[src/rtl/serial_word_pkg.sv]
// -----------------------------------------------------------------------------
// serial_word_pkg
// Shared definitions for the serial word receiver:
//   WORD_W_DEFAULT - default number of data bits per frame
//   rx_state_t     - receiver FSM states (PAR is used only when the
//                    SERIAL_WORD_RX_PARITY_EN build option is defined)
// -----------------------------------------------------------------------------
package serial_word_pkg;

    localparam int WORD_W_DEFAULT = 16;

    typedef enum logic [1:0] {
        IDLE  = 2'd0,
        SHIFT = 2'd1,
        PAR   = 2'd2
    } rx_state_t;

endpackage : serial_word_pkg

[src/rtl/serial_bit_counter.sv]
// -----------------------------------------------------------------------------
// serial_bit_counter
// Counts accepted data bits 0..MAX_COUNT-1 and wraps to 0 after the last one.
// Ports:
//   Clk        - clock, all updates on posedge
//   Reset      - synchronous, active-high reset (count <= 0)
//   i_clear    - force the count to 0 (takes priority over i_inc)
//   i_inc      - advance the count by one, wrapping at the terminal value
//   o_count    - current count
//   o_terminal - count is at its last value (MAX_COUNT-1)
// -----------------------------------------------------------------------------
module serial_bit_counter #(
    parameter int MAX_COUNT = 16,
    parameter int CNT_W     = (MAX_COUNT > 1) ? $clog2(MAX_COUNT) : 1
) (
    input  logic             Clk,
    input  logic             Reset,
    input  logic             i_clear,
    input  logic             i_inc,
    output logic [CNT_W-1:0] o_count,
    output logic             o_terminal
);

    localparam logic [CNT_W-1:0] LAST = CNT_W'(MAX_COUNT - 1);

    logic [CNT_W-1:0] r_count;
    logic             w_terminal;

    assign w_terminal = (r_count == LAST);

    // NOTE: state registers use non-blocking (<=) so every flop samples the
    // pre-edge values; blocking here would create order-dependent races.
    always_ff @(posedge Clk) begin
        if (Reset || i_clear) begin
            r_count <= '0;
        end else if (i_inc) begin
            r_count <= w_terminal ? '0 : r_count + 1'b1;
        end
    end

    assign o_count    = r_count;
    assign o_terminal = w_terminal;

endmodule : serial_bit_counter

[src/rtl/serial_word_rx.sv]
// -----------------------------------------------------------------------------
// serial_word_rx
// Assembles LSB-first serial bits into WORD_W-bit words and presents them on a
// valid/ready output with sticky overrun reporting.
// Build option: SERIAL_WORD_RX_PARITY_EN - when defined, each frame carries an
// even-parity bit after the data bits; a parity mismatch drops the word and
// pulses Parity_Err. When undefined, Parity_Err is tied to 0.
// Ports:
//   Clk, Reset  - clock and synchronous active-high reset
//   Bit_In      - serial data bit, sampled when Bit_Valid=1
//   Bit_Valid   - Bit_In is valid on this edge
//   Abort       - discard the partial frame and return to IDLE
//   Data_Ready  - consumer accepts Data_Out this cycle
//   Clr_Ovr     - clear the sticky Overrun flag
//   Data_Out    - last delivered word
//   Data_Valid  - Data_Out holds an unconsumed word
//   Overrun     - sticky: a completed word was dropped for lack of space
//   Parity_Err  - one-cycle pulse on a parity failure
//   Busy        - a frame is in progress
// -----------------------------------------------------------------------------
module serial_word_rx
    import serial_word_pkg::*;
#(
    parameter int WORD_W = WORD_W_DEFAULT
) (
    input  logic              Clk,
    input  logic              Reset,
    input  logic              Bit_In,
    input  logic              Bit_Valid,
    input  logic              Abort,
    input  logic              Data_Ready,
    input  logic              Clr_Ovr,
    output logic [WORD_W-1:0] Data_Out,
    output logic              Data_Valid,
    output logic              Overrun,
    output logic              Parity_Err,
    output logic              Busy
);

    localparam int CNT_W = (WORD_W > 1) ? $clog2(WORD_W) : 1;

    rx_state_t         r_state;
    rx_state_t         w_next_state;
    logic [WORD_W-1:0] r_sr;
    logic [WORD_W-1:0] r_data;
    logic              r_valid;
    logic              r_overrun;
    logic [CNT_W-1:0]  w_count;
    logic              w_terminal;
    logic              w_bit_acc;   // bit accepted (Abort discards it)
    logic              w_shift;     // accepted bit is a data bit
    logic              w_deliver;   // completed frame carries a good word
    logic [WORD_W-1:0] w_word;      // word offered on completion
    logic              w_busy;

    assign w_bit_acc = Bit_Valid && !Abort;
    assign w_shift   = w_bit_acc && (r_state != PAR);

    serial_bit_counter #(
        .MAX_COUNT (WORD_W),
        .CNT_W     (CNT_W)
    ) u_bit_counter (
        .Clk        (Clk),
        .Reset      (Reset),
        .i_clear    (Abort),
        .i_inc      (w_shift),
        .o_count    (w_count),
        .o_terminal (w_terminal)
    );

`ifdef SERIAL_WORD_RX_PARITY_EN
    logic w_par_done;
    logic r_par_err;

    // The parity bit ends the frame; the data is already fully in r_sr.
    assign w_par_done = w_bit_acc && (r_state == PAR);
    assign w_word     = r_sr;
    assign w_deliver  = w_par_done && (Bit_In == ^r_sr);

    always_ff @(posedge Clk) begin
        if (Reset) begin
            r_par_err <= 1'b0;
        end else begin
            r_par_err <= w_par_done && (Bit_In != ^r_sr);
        end
    end

    assign Parity_Err = r_par_err;
`else
    // The last data bit ends the frame; fold it in combinationally so the
    // word is registered on the same edge that samples it.
    assign w_word     = {Bit_In, r_sr[WORD_W-1:1]};
    assign w_deliver  = w_shift && w_terminal;
    assign Parity_Err = 1'b0;
`endif

    // ---------------- FSM: state register ----------------
    always_ff @(posedge Clk) begin
        if (Reset) begin
            r_state <= IDLE;
        end else begin
            r_state <= w_next_state;
        end
    end

    // ---------------- FSM: next-state logic ----------------
    // NOTE: assign a default before the case so every path drives
    // w_next_state; a missing path would infer a latch.
    always_comb begin
        w_next_state = r_state;
        if (Abort) begin
            w_next_state = IDLE;
        end else if (Bit_Valid) begin
            case (r_state)
                IDLE, SHIFT: begin
                    if (w_terminal) begin
`ifdef SERIAL_WORD_RX_PARITY_EN
                        w_next_state = PAR;
`else
                        w_next_state = IDLE;
`endif
                    end else begin
                        w_next_state = SHIFT;
                    end
                end
                default: w_next_state = IDLE;   // parity bit closes the frame
            endcase
        end
    end

    // ---------------- FSM: outputs ----------------
    always_comb begin
        w_busy = (r_state != IDLE);
    end

    // ---------------- Datapath ----------------
    always_ff @(posedge Clk) begin
        if (Reset) begin
            r_sr <= '0;
        end else if (w_shift) begin
            r_sr <= {Bit_In, r_sr[WORD_W-1:1]};
        end
    end

    // A completed word loads if the output slot is free or being consumed
    // on this same edge; otherwise it is dropped and flagged.
    always_ff @(posedge Clk) begin
        if (Reset) begin
            r_data    <= '0;
            r_valid   <= 1'b0;
            r_overrun <= 1'b0;
        end else begin
            if (w_deliver && (!r_valid || Data_Ready)) begin
                r_data  <= w_word;
                r_valid <= 1'b1;
            end else if (r_valid && Data_Ready) begin
                r_valid <= 1'b0;
            end

            // A new overrun outranks a simultaneous clear.
            if (w_deliver && r_valid && !Data_Ready) begin
                r_overrun <= 1'b1;
            end else if (Clr_Ovr) begin
                r_overrun <= 1'b0;
            end
        end
    end

    assign Data_Out   = r_data;
    assign Data_Valid = r_valid;
    assign Overrun    = r_overrun;
    assign Busy       = w_busy;

endmodule : serial_word_rx

[config.mk]
export PLATFORM = sky130hd
export DESIGN_NAME = serial_word_rx
export DESIGN_NICKNAME = d
export VERILOG_FILES = /design/src/rtl/serial_word_pkg.sv /design/src/rtl/serial_bit_counter.sv /design/src/rtl/serial_word_rx.sv
export SDC_FILE = /design/constraint.sdc
export NUM_CORES = 1
export LEC_CHECK = 0
export CAP_MARGIN = 20
export CELL_PAD_IN_SITES_DETAIL_PLACEMENT = 1
export CELL_PAD_IN_SITES_GLOBAL_PLACEMENT = 1
export CORE_UTILIZATION = 40
export CTS_CLUSTER_DIAMETER = 30
export DETAILED_ROUTE_END_ITERATION = 6
export PLACE_DENSITY_LB_ADDON = 0.1
export SKIP_CTS_REPAIR_TIMING = 1
export SLEW_MARGIN = 20
export SYNTH_ARGS = -nofsm -noshare
export SYNTH_HDL_FRONTEND = slang
export SYNTH_SLANG_ARGS = --single-unit
[constraint.sdc]
create_clock -name Clk -period 3.09 [get_ports Clk]
set_clock_uncertainty 0.2 [all_clocks]
set_input_delay 0.7725 -clock Clk [delete_from_list [all_inputs] [get_ports Clk]]
set_output_delay 0.7725 -clock Clk [all_outputs]
set_load 0.02 [all_outputs]
* Word-level counts from Yosys, hierarchy flattened
Cells that the tools add are included.
Cells by class: add/sub/neg operators 1, $mul 0, div/mod/pow operators 0, magnitude comparators 0, equality and inequality tests 3, shift-type cells 0, muxes and demuxes 7, bitwise logic cells 0, reductions and logical operators 18
Operators by type and width (count):
- logical AND 1 bit | 7
- nonzero test 2 bit | 3
- 2-to-1 mux 1 bit | 5
- adder 4 x 1 -> 4 bit, second input constant | 1
- equality test 4 bit, second input constant | 1
- 2-to-1 mux 4 bit | 1
- OR reduction 2 bit | 2
- zero test 1 bit | 3
- equality test 2 x 1 -> 1 bit, second input constant | 1
- zero test 2 bit | 1
- logical OR 1 bit | 2
- 2-to-1 mux 2 bit | 1
- inequality test 2 bit, second input constant | 1
Word-level totals: flip-flop bits (word level) 40, bits in latches 0, memory bits (writable) 0, ROM bits 0, memories 0

* Logic depth before layout (Yosys ltp)
Gate-level depths: netlist of run 1.
depth in word-level cells 7, gate-level depth with buffers 6

* Cells and area by module
A second synthesis of run 1 with hierarchy kept.
Unflattened totals: cell total of the unflattened synthesis 169, area, all modules 1557.7 µm²
Modules (own cells, without submodules):
- serial_word_rx | times used 1, cells each 150, area an instance 1377.6 µm²
- serial_bit_counter | times used 1, cells each 19, area an instance 180.2 µm²

* Worst setup path before layout of run 1
OpenSTA, ideal clock, no wires.
path kind input port to flip-flop, start input port Data_Ready, end register r_data[0] (netlist: Data_Out[0]), library setup time 72 ps, arrival time 1508 ps, data required time 2818 ps, slack 1310 ps, stages 5, buffers on the path 2, path through nand2b_1 > nor3b_2 > buf_6 > buf_12 > mux2i_1
On the way: longest elaborated chain between the ends 2
RTL lines:
- from (decl) | RTL line serial_word_rx.sv:31 | input logic Data_Ready,
- logical OR 1 bit | RTL line serial_word_rx.sv:153 | if (w_deliver && (!r_valid || Data_Ready)) begin
- logical AND 1 bit | RTL line serial_word_rx.sv:153
- to (signal assigned) | RTL line serial_word_rx.sv:154 | r_data <= w_word;
- to (decl) | RTL line serial_word_rx.sv:45 | logic [WORD_W-1:0] r_data;
No other way between the ends. A chain may end at the register's enable or synchronous reset.

* Final worst setup path of run 1
start input port Bit_Valid, end register u_bit_counter.r_count[0] (netlist: u_bit_counter.o_count[0])
On the way: longest elaborated chain between the ends 2
RTL lines:
- from (decl) | RTL line serial_word_rx.sv:29 | input logic Bit_Valid,
- logical AND 1 bit | RTL line serial_word_rx.sv:56 | assign w_bit_acc = Bit_Valid && !Abort;
- logical AND 1 bit | RTL line serial_word_rx.sv:57 | assign w_shift = w_bit_acc && (r_state != PAR);
- to (signal assigned) | RTL line serial_bit_counter.sv:37 | r_count <= w_terminal ? '0 : r_count + 1'b1;
- to (decl) | RTL line serial_bit_counter.sv:26 | logic [CNT_W-1:0] r_count;
No other way between the ends.

==> metrics.txt, run 1 <==
CP Class input pin to flop; Layout area overhead 26.3%; RSZ-0062 raised after global routing false; Slew @ Worst Pin around 700 ps; Core Rows 22; hold path depth 2; global-route wire length before repair ~5600 um; Register-to-Register Path Depth 5; total track usage approximately 18%; Arr. time, crit path ~2300 ps; r2r endpoint Data_Out[4]$_SDFFE_PP0P_; fmax between 400 and 500 MHz; Pwr Total about 0.0011 W; DRT iter0 DRCs 61; Final GP Congestion roughly 0.74; DP HPWL slightly above 2000 um; leakage 0.642 nW; warnings from Yosys 0; Port-buffer cells 25; CP required 3070 ps; GRT overflow 0; final setup fails 0; initial antenna violation count 0; crit path max fanout 16; Synthesized Nets between 150 and 200; Startpoint Class input pin; drt drc 0; total placed instance area roughly 1800 sq um; routed len/inst roughly 13 um; status finished, final reports clean; min-delay src r_sr[1]$_SDFFE_PP0N_; Total Routed Length 3180 um; post-route cell area between 1500 and 2000 sq um; vias in the first global route about 1200; H-tree depth 2; die height 64.4 um; Crit. End Element flop; number of CTS-inserted buffers 5; Max VDD drop roughly 0.27 mV; share of cells above drive strength 1 7.77%; drt first pass iters 4; largest net degree at the start of global routing 45; core area around 3700 sq um; remaining antenna violation count 0; Seq cells post-synth 38; DR vias/cell around 4.8; die width 64.4 um; Synth Instances around 170; Synth top area share 48.8%; Initial Util between 40% and 50%; TNS Setup 0 ps; distinct cell type count of the synthesized netlist 25; reg2reg start u_bit_counter.o_count[0]$_SDFFE_PP0N_; post-synthesis sequential area ratio 48.8%; minimum clock period roughly 2300 ps; die area 4150 sq um; Max Cap Violations 0; PD cells roughly 540 nW/um^2; total number of vias 1161; final hold vios 0; hold crit path type flop to flop; post-layout util 53.4%; Ant. Diodes 0; synth top area cells dfxtp_1 49%, nand2b_1 14%, mux2i_1 11%; Clock Sinks 38; Hold EP r_sr[1]$_SDFFE_PP0N_; syn_area_per_cell just over 9 sq um; flop2flop setup slack ~1400 ps; Clock Latency Late Sink 290 ps; largest area contributor in the netlist dfxtp_1; relative slew slack 53.9%; TritonCTS clock tree built; clk slew on worst S/H paths approximately 80 ps; Mapped Area 1560 sq um; final net count 200; I/O pin count 27; Slew Viols, Final 0; period utilisation layout 74.3%; clk buf depth 2; CTS Root Cell clkbuf_8
[where the power goes]
part | switching [W] | internal [W]
logic | 0.0000237 | 0.0000207
clock network | 0.000179 | 0.000344
registers | 0.00000166 | 0.000491
[metrics by stage]
step | setup slack, ps | hold WS [ps] | std cells
floorplan | 1310 | 237 | 169
global placement | 535 | 249 | 233
detailed placement | 474 | 256 | 233
CTS | 788 | 267 | 241
global route | 704 | 287 | 241
finish | 795 | 264 | 241
[synthesized netlist by cell type, drive strengths merged]
cell,instances
dfxtp,38
nand2b,34
nand2,32
a21oi,17
mux2i,17
buf,7
clkbuf,5
nor2,4
nor3,2
conb,1
ha,1
nand3,1
nand4,1
nor2b,1
nor3b,1
o21ai,1
o31ai,1
or2,1
or3,1
or3b,1
xnor2,1
xor2,1
[how the worst max path moves through the flow]
| stage | to | cells past startpoint | slack (ps) | from |
|---|---|---|---|---|
| final | u_bit_counter.o_count[0]$_SDFFE_PP0N_ | 4 | 790 | Bit_Valid |
| after global routing | u_bit_counter.o_count[0]$_SDFFE_PP0N_ | 4 | 700 | Bit_Valid |
| after CTS | u_bit_counter.o_count[0]$_SDFFE_PP0N_ | 4 | 790 | Bit_Valid |
| after detailed placement | u_bit_counter.o_count[0]$_SDFFE_PP0N_ | 4 | 470 | Bit_Valid |
| after global placement | u_bit_counter.o_count[0]$_SDFFE_PP0N_ | 4 | 540 | Bit_Valid |
| after floorplan | Data_Out[0]$_SDFFE_PP0P_ | 5 | 1310 | Data_Ready |
[metal layers]
layer | part of all wire [%] | track usage, % | wire length, um
met1 | 46 | 20.8 | 1460
met2 | 48 | 30.3 | 1520
met3 | 3.6 | 4.46 | 116
met4 | 2.5 | 10.8 | 81
met5 | 0 | 0 | 0
[area by class of cell]
cell class	instances	area (sq um)
fillers	436	1720
flip-flops and latches	38	761
multi-input cells	119	719
repair buffers	28	285
clock buffers	6	82.6
clock inverters	2	60.1
well taps	48	60.1
[cells by family (layout without fill, tap and decap cells)]
group                    after synthesis  count (layout)  synth area share [%]
AND/OR/NAND/NOR                       79              79                  26.8
AO/OA/AOI/OAI                         19              19                  6.26
flip-flops                            38              38                  48.8
buffers and inverters                 12              36                  4.98
other                                  1               1                 0.241
multiplexers                          17              17                  10.9
adder cells (fa/ha/maj)                1               1                 0.803
XOR/XNOR                               2               2                  1.12
[registers in the layout, indices dropped and copies added (netlist names)]
| register | count |
|---|---|
| Data_Out | 16 |
| Data_Valid | 1 |
| Overrun | 1 |
| r_sr | 15 |
| r_state | 1 |
| u_bit_counter.o_count | 4 |
[critical path: stages]
cell and delay (ps):
clkdlybuf4s50_1 600, nor2b_2 640, xnor2_1 200, nor2_1 70
[placed cells by master, fill, tap and decap left out, drive strengths merged, types with 2 or more instances in the layout]
| master | instances |
|---|---|
| dfxtp | 38 |
| nand2b | 34 |
| nand2 | 32 |
| clkdlybuf4s50 | 25 |
| mux2i | 17 |
| a21oi | 17 |
| clkbuf | 6 |
| nor2 | 4 |
| buf | 3 |
| nor3 | 2 |
| bufinv | 2 |
Power figures use the tool's default switching activity.
==> run 2: changes to the inputs <==
--- a/config.mk
+++ b/config.mk
@@ -8,7 +8,7 @@
 export CAP_MARGIN = 20
 export CELL_PAD_IN_SITES_DETAIL_PLACEMENT = 1
 export CELL_PAD_IN_SITES_GLOBAL_PLACEMENT = 1
-export CORE_UTILIZATION = 40
+export CORE_UTILIZATION = 35
 export CTS_CLUSTER_DIAMETER = 30
 export DETAILED_ROUTE_END_ITERATION = 6
 export PLACE_DENSITY_LB_ADDON = 0.1
==> constraint.sdc (replaced) <==
create_clock -name Clk -period 2 [get_ports Clk]
set_clock_uncertainty 0.2 [all_clocks]
set_input_delay 0.5 -clock Clk [delete_from_list [all_inputs] [get_ports Clk]]
set_output_delay 0.5 -clock Clk [all_outputs]
set_load 0.02 [all_outputs]
==> run 2 against run 1 <==
Against the previous run:
- cell count increased by 3.3%
- power increased by 30%
- combinational power increased by 67%
- setup slack got worse by 730 ps
- clock-buffer cell count increased by 1
- first-iteration DRC count decreased by 6.6%
- non-clock buffer count increased by 6
==> metrics.txt, run 2 (synthesis results as in run 1) <==
status finished, final reports clean; Layout area overhead 27.1%; Max VDD drop 0.349 mV (+29%); reg2reg start u_bit_counter.o_count[0]$_SDFFE_PP0N_; die area 4720 sq um (+14%); CTS Root Cell clkbuf_8; die width 68.7 um (+6.7%); most common cell after layout, fill and taps aside dfxtp_1; Buf/Inv on CP 1 (unchanged); fmax just over 500 MHz; crit path max fanout 2 (-14); vias in the first global route 1191 (-4.0%); global-route wire length before repair 5150 um (-8.1%); period utilisation layout approximately 97%; minimum clock period just under 2000 ps; Total Routed Length 3110 um (-2.3%); PD cells 695 nW/um^2 (+29%); Slew Viols, Final 0 (unchanged); DRT iter0 DRCs 57 (-6.6%); TNS Setup 0 ps (unchanged); initial antenna violation count 0 (unchanged); hold crit path type flop to flop; RSZ-0062 raised after global routing false; Clock Sinks 38 (unchanged); Initial Util 37.6% (-4.6 points); Startpoint Class flop; core area 4140 sq um (+12%); crit path cell chain clkdlybuf4s50_1; routed len/inst 12.5 um (-5.4%); Max Cap Violations 0 (unchanged); flop2flop setup slack 320 ps (-1040 ps); H-tree depth 2 (unchanged); total number of vias 1176 (+1.3%); Arr. time, crit path 1240 ps (-1040 ps); I/O pin count 27 (unchanged); share of cells above drive strength 1 10.1% (+2.3 points); CP delay by family, top buffers and inverters; Final GP Congestion 0.703 (-5.6%); TritonCTS clock tree built; Clock Latency Late Sink 280 ps (about the same); Port-buffer cells 25 (unchanged); r2r endpoint Data_Out[7]$_SDFFE_PP0P_; DR vias/cell 4.72 (-2.0%); CP required 1300 ps (-1770 ps); slowest stage delay, CP 610 ps (-30 ps); Crit. End Element output pin; GRT overflow 0 (unchanged); remaining antenna violation count 0 (unchanged); final hold vios 0 (unchanged); drt first pass iters 4 (unchanged); drt drc 0 (unchanged); Crit path depth 1 (-3); DP HPWL 2170 um (+6.0%); clk slew on worst S/H paths 70 ps (about the same); Core Rows 23 (+4.5%); most frequent cells in the layout 38 x dfxtp_1, 34 x nand2b_1, 32 x nand2_1, 24 x clkdlybuf4s50_1; clk buf depth 2 (unchanged); largest net degree at the start of global routing 36 (-20%); max reg flops 16 (unchanged); Ant. Diodes 0 (unchanged); final setup fails 0 (unchanged); end point of the critical path Data_Out[7]; Register-to-Register Path Depth 5 (unchanged); Pwr Total 0.00137 W (+30%); number of CTS-inserted buffers 5 (unchanged); leakage 0.668 nW (+3.9%); Slowest cell on crit path clkdlybuf4s50_1; die height 68.7 um (+6.7%); start point of the critical path Data_Out[7]$_SDFFE_PP0P_; CP Class flop to output pin; total track usage 15.1% (-3.0 points); final net count 206 (+3.0%)
==> run 2: worst min path at each step <==
stage	start	to	slack, ps	cells after the start
after floorplan	r_sr[1]$_SDFFE_PP0N_	r_sr[1]$_SDFFE_PP0N_	240	2
after global placement	r_sr[1]$_SDFFE_PP0N_	r_sr[1]$_SDFFE_PP0N_	250	2
after detailed placement	r_sr[1]$_SDFFE_PP0N_	r_sr[1]$_SDFFE_PP0N_	260	2
after CTS	r_sr[1]$_SDFFE_PP0N_	r_sr[1]$_SDFFE_PP0N_	270	2
after global routing	Data_Out[11]$_SDFFE_PP0P_	Data_Out[11]$_SDFFE_PP0P_	290	2
final	r_sr[1]$_SDFFE_PP0N_	r_sr[1]$_SDFFE_PP0N_	270	2
==> run 2: metal layers <==
metal / track usage [%] / vias up / wire (um)
met5: 0 / - / 0
met4: 6.89 / 0 / 41
met3: 4.93 / 5 / 135
met2: 27.0 / 24 / 1520
met1: 16.2 / 548 / 1410
li1: - / 599 / -
==> run 2: where the power goes <==
part | total (W) | switching [W] | internal [W]
Combinational | 0.0000740 | 0.0000370 | 0.0000370
Clock | 0.000539 | 0.000261 | 0.000278
Sequential | 0.000762 | 0.00000252 | 0.000759
Total | 0.00137 | 0.000300 | 0.00107
==> run 2: per-stage QoR <==
step	worst slack [ps]	utilization (%)	cell area [sq um]	hold WS, ps	instances
final	62.0	47.8	1980	267	249
after global placement	-18.7	45.5	1890	247	241
after CTS	38.5	47.7	1980	271	249
after global routing	4.89	47.8	1980	290	249
after detailed placement	-95.5	45.5	1890	261	241
after floorplan	447	-	1560	237	169
==> run 2: cell type report <==
cell class / instances / area (sq um)
Fill cell: 470 / 2160
Sequential cell: 38 / 761
Multi-Input combinational cell: 119 / 719
Timing Repair Buffer: 34 / 345
Clock buffer: 7 / 86.3
Tap cell: 50 / 62.6
Clock inverter: 1 / 5.00
==> run 3: changes to the inputs <==
--- a/config.mk
+++ b/config.mk
@@ -13,7 +13,6 @@
 export DETAILED_ROUTE_END_ITERATION = 6
 export PLACE_DENSITY_LB_ADDON = 0.1
 export SKIP_CTS_REPAIR_TIMING = 1
-export SLEW_MARGIN = 20
 export SYNTH_ARGS = -nofsm -noshare
 export SYNTH_HDL_FRONTEND = slang
 export SYNTH_SLANG_ARGS = --single-unit
==> results of run 3 <==
No change in the layout: final DEF, timing and power equal those of run 2.
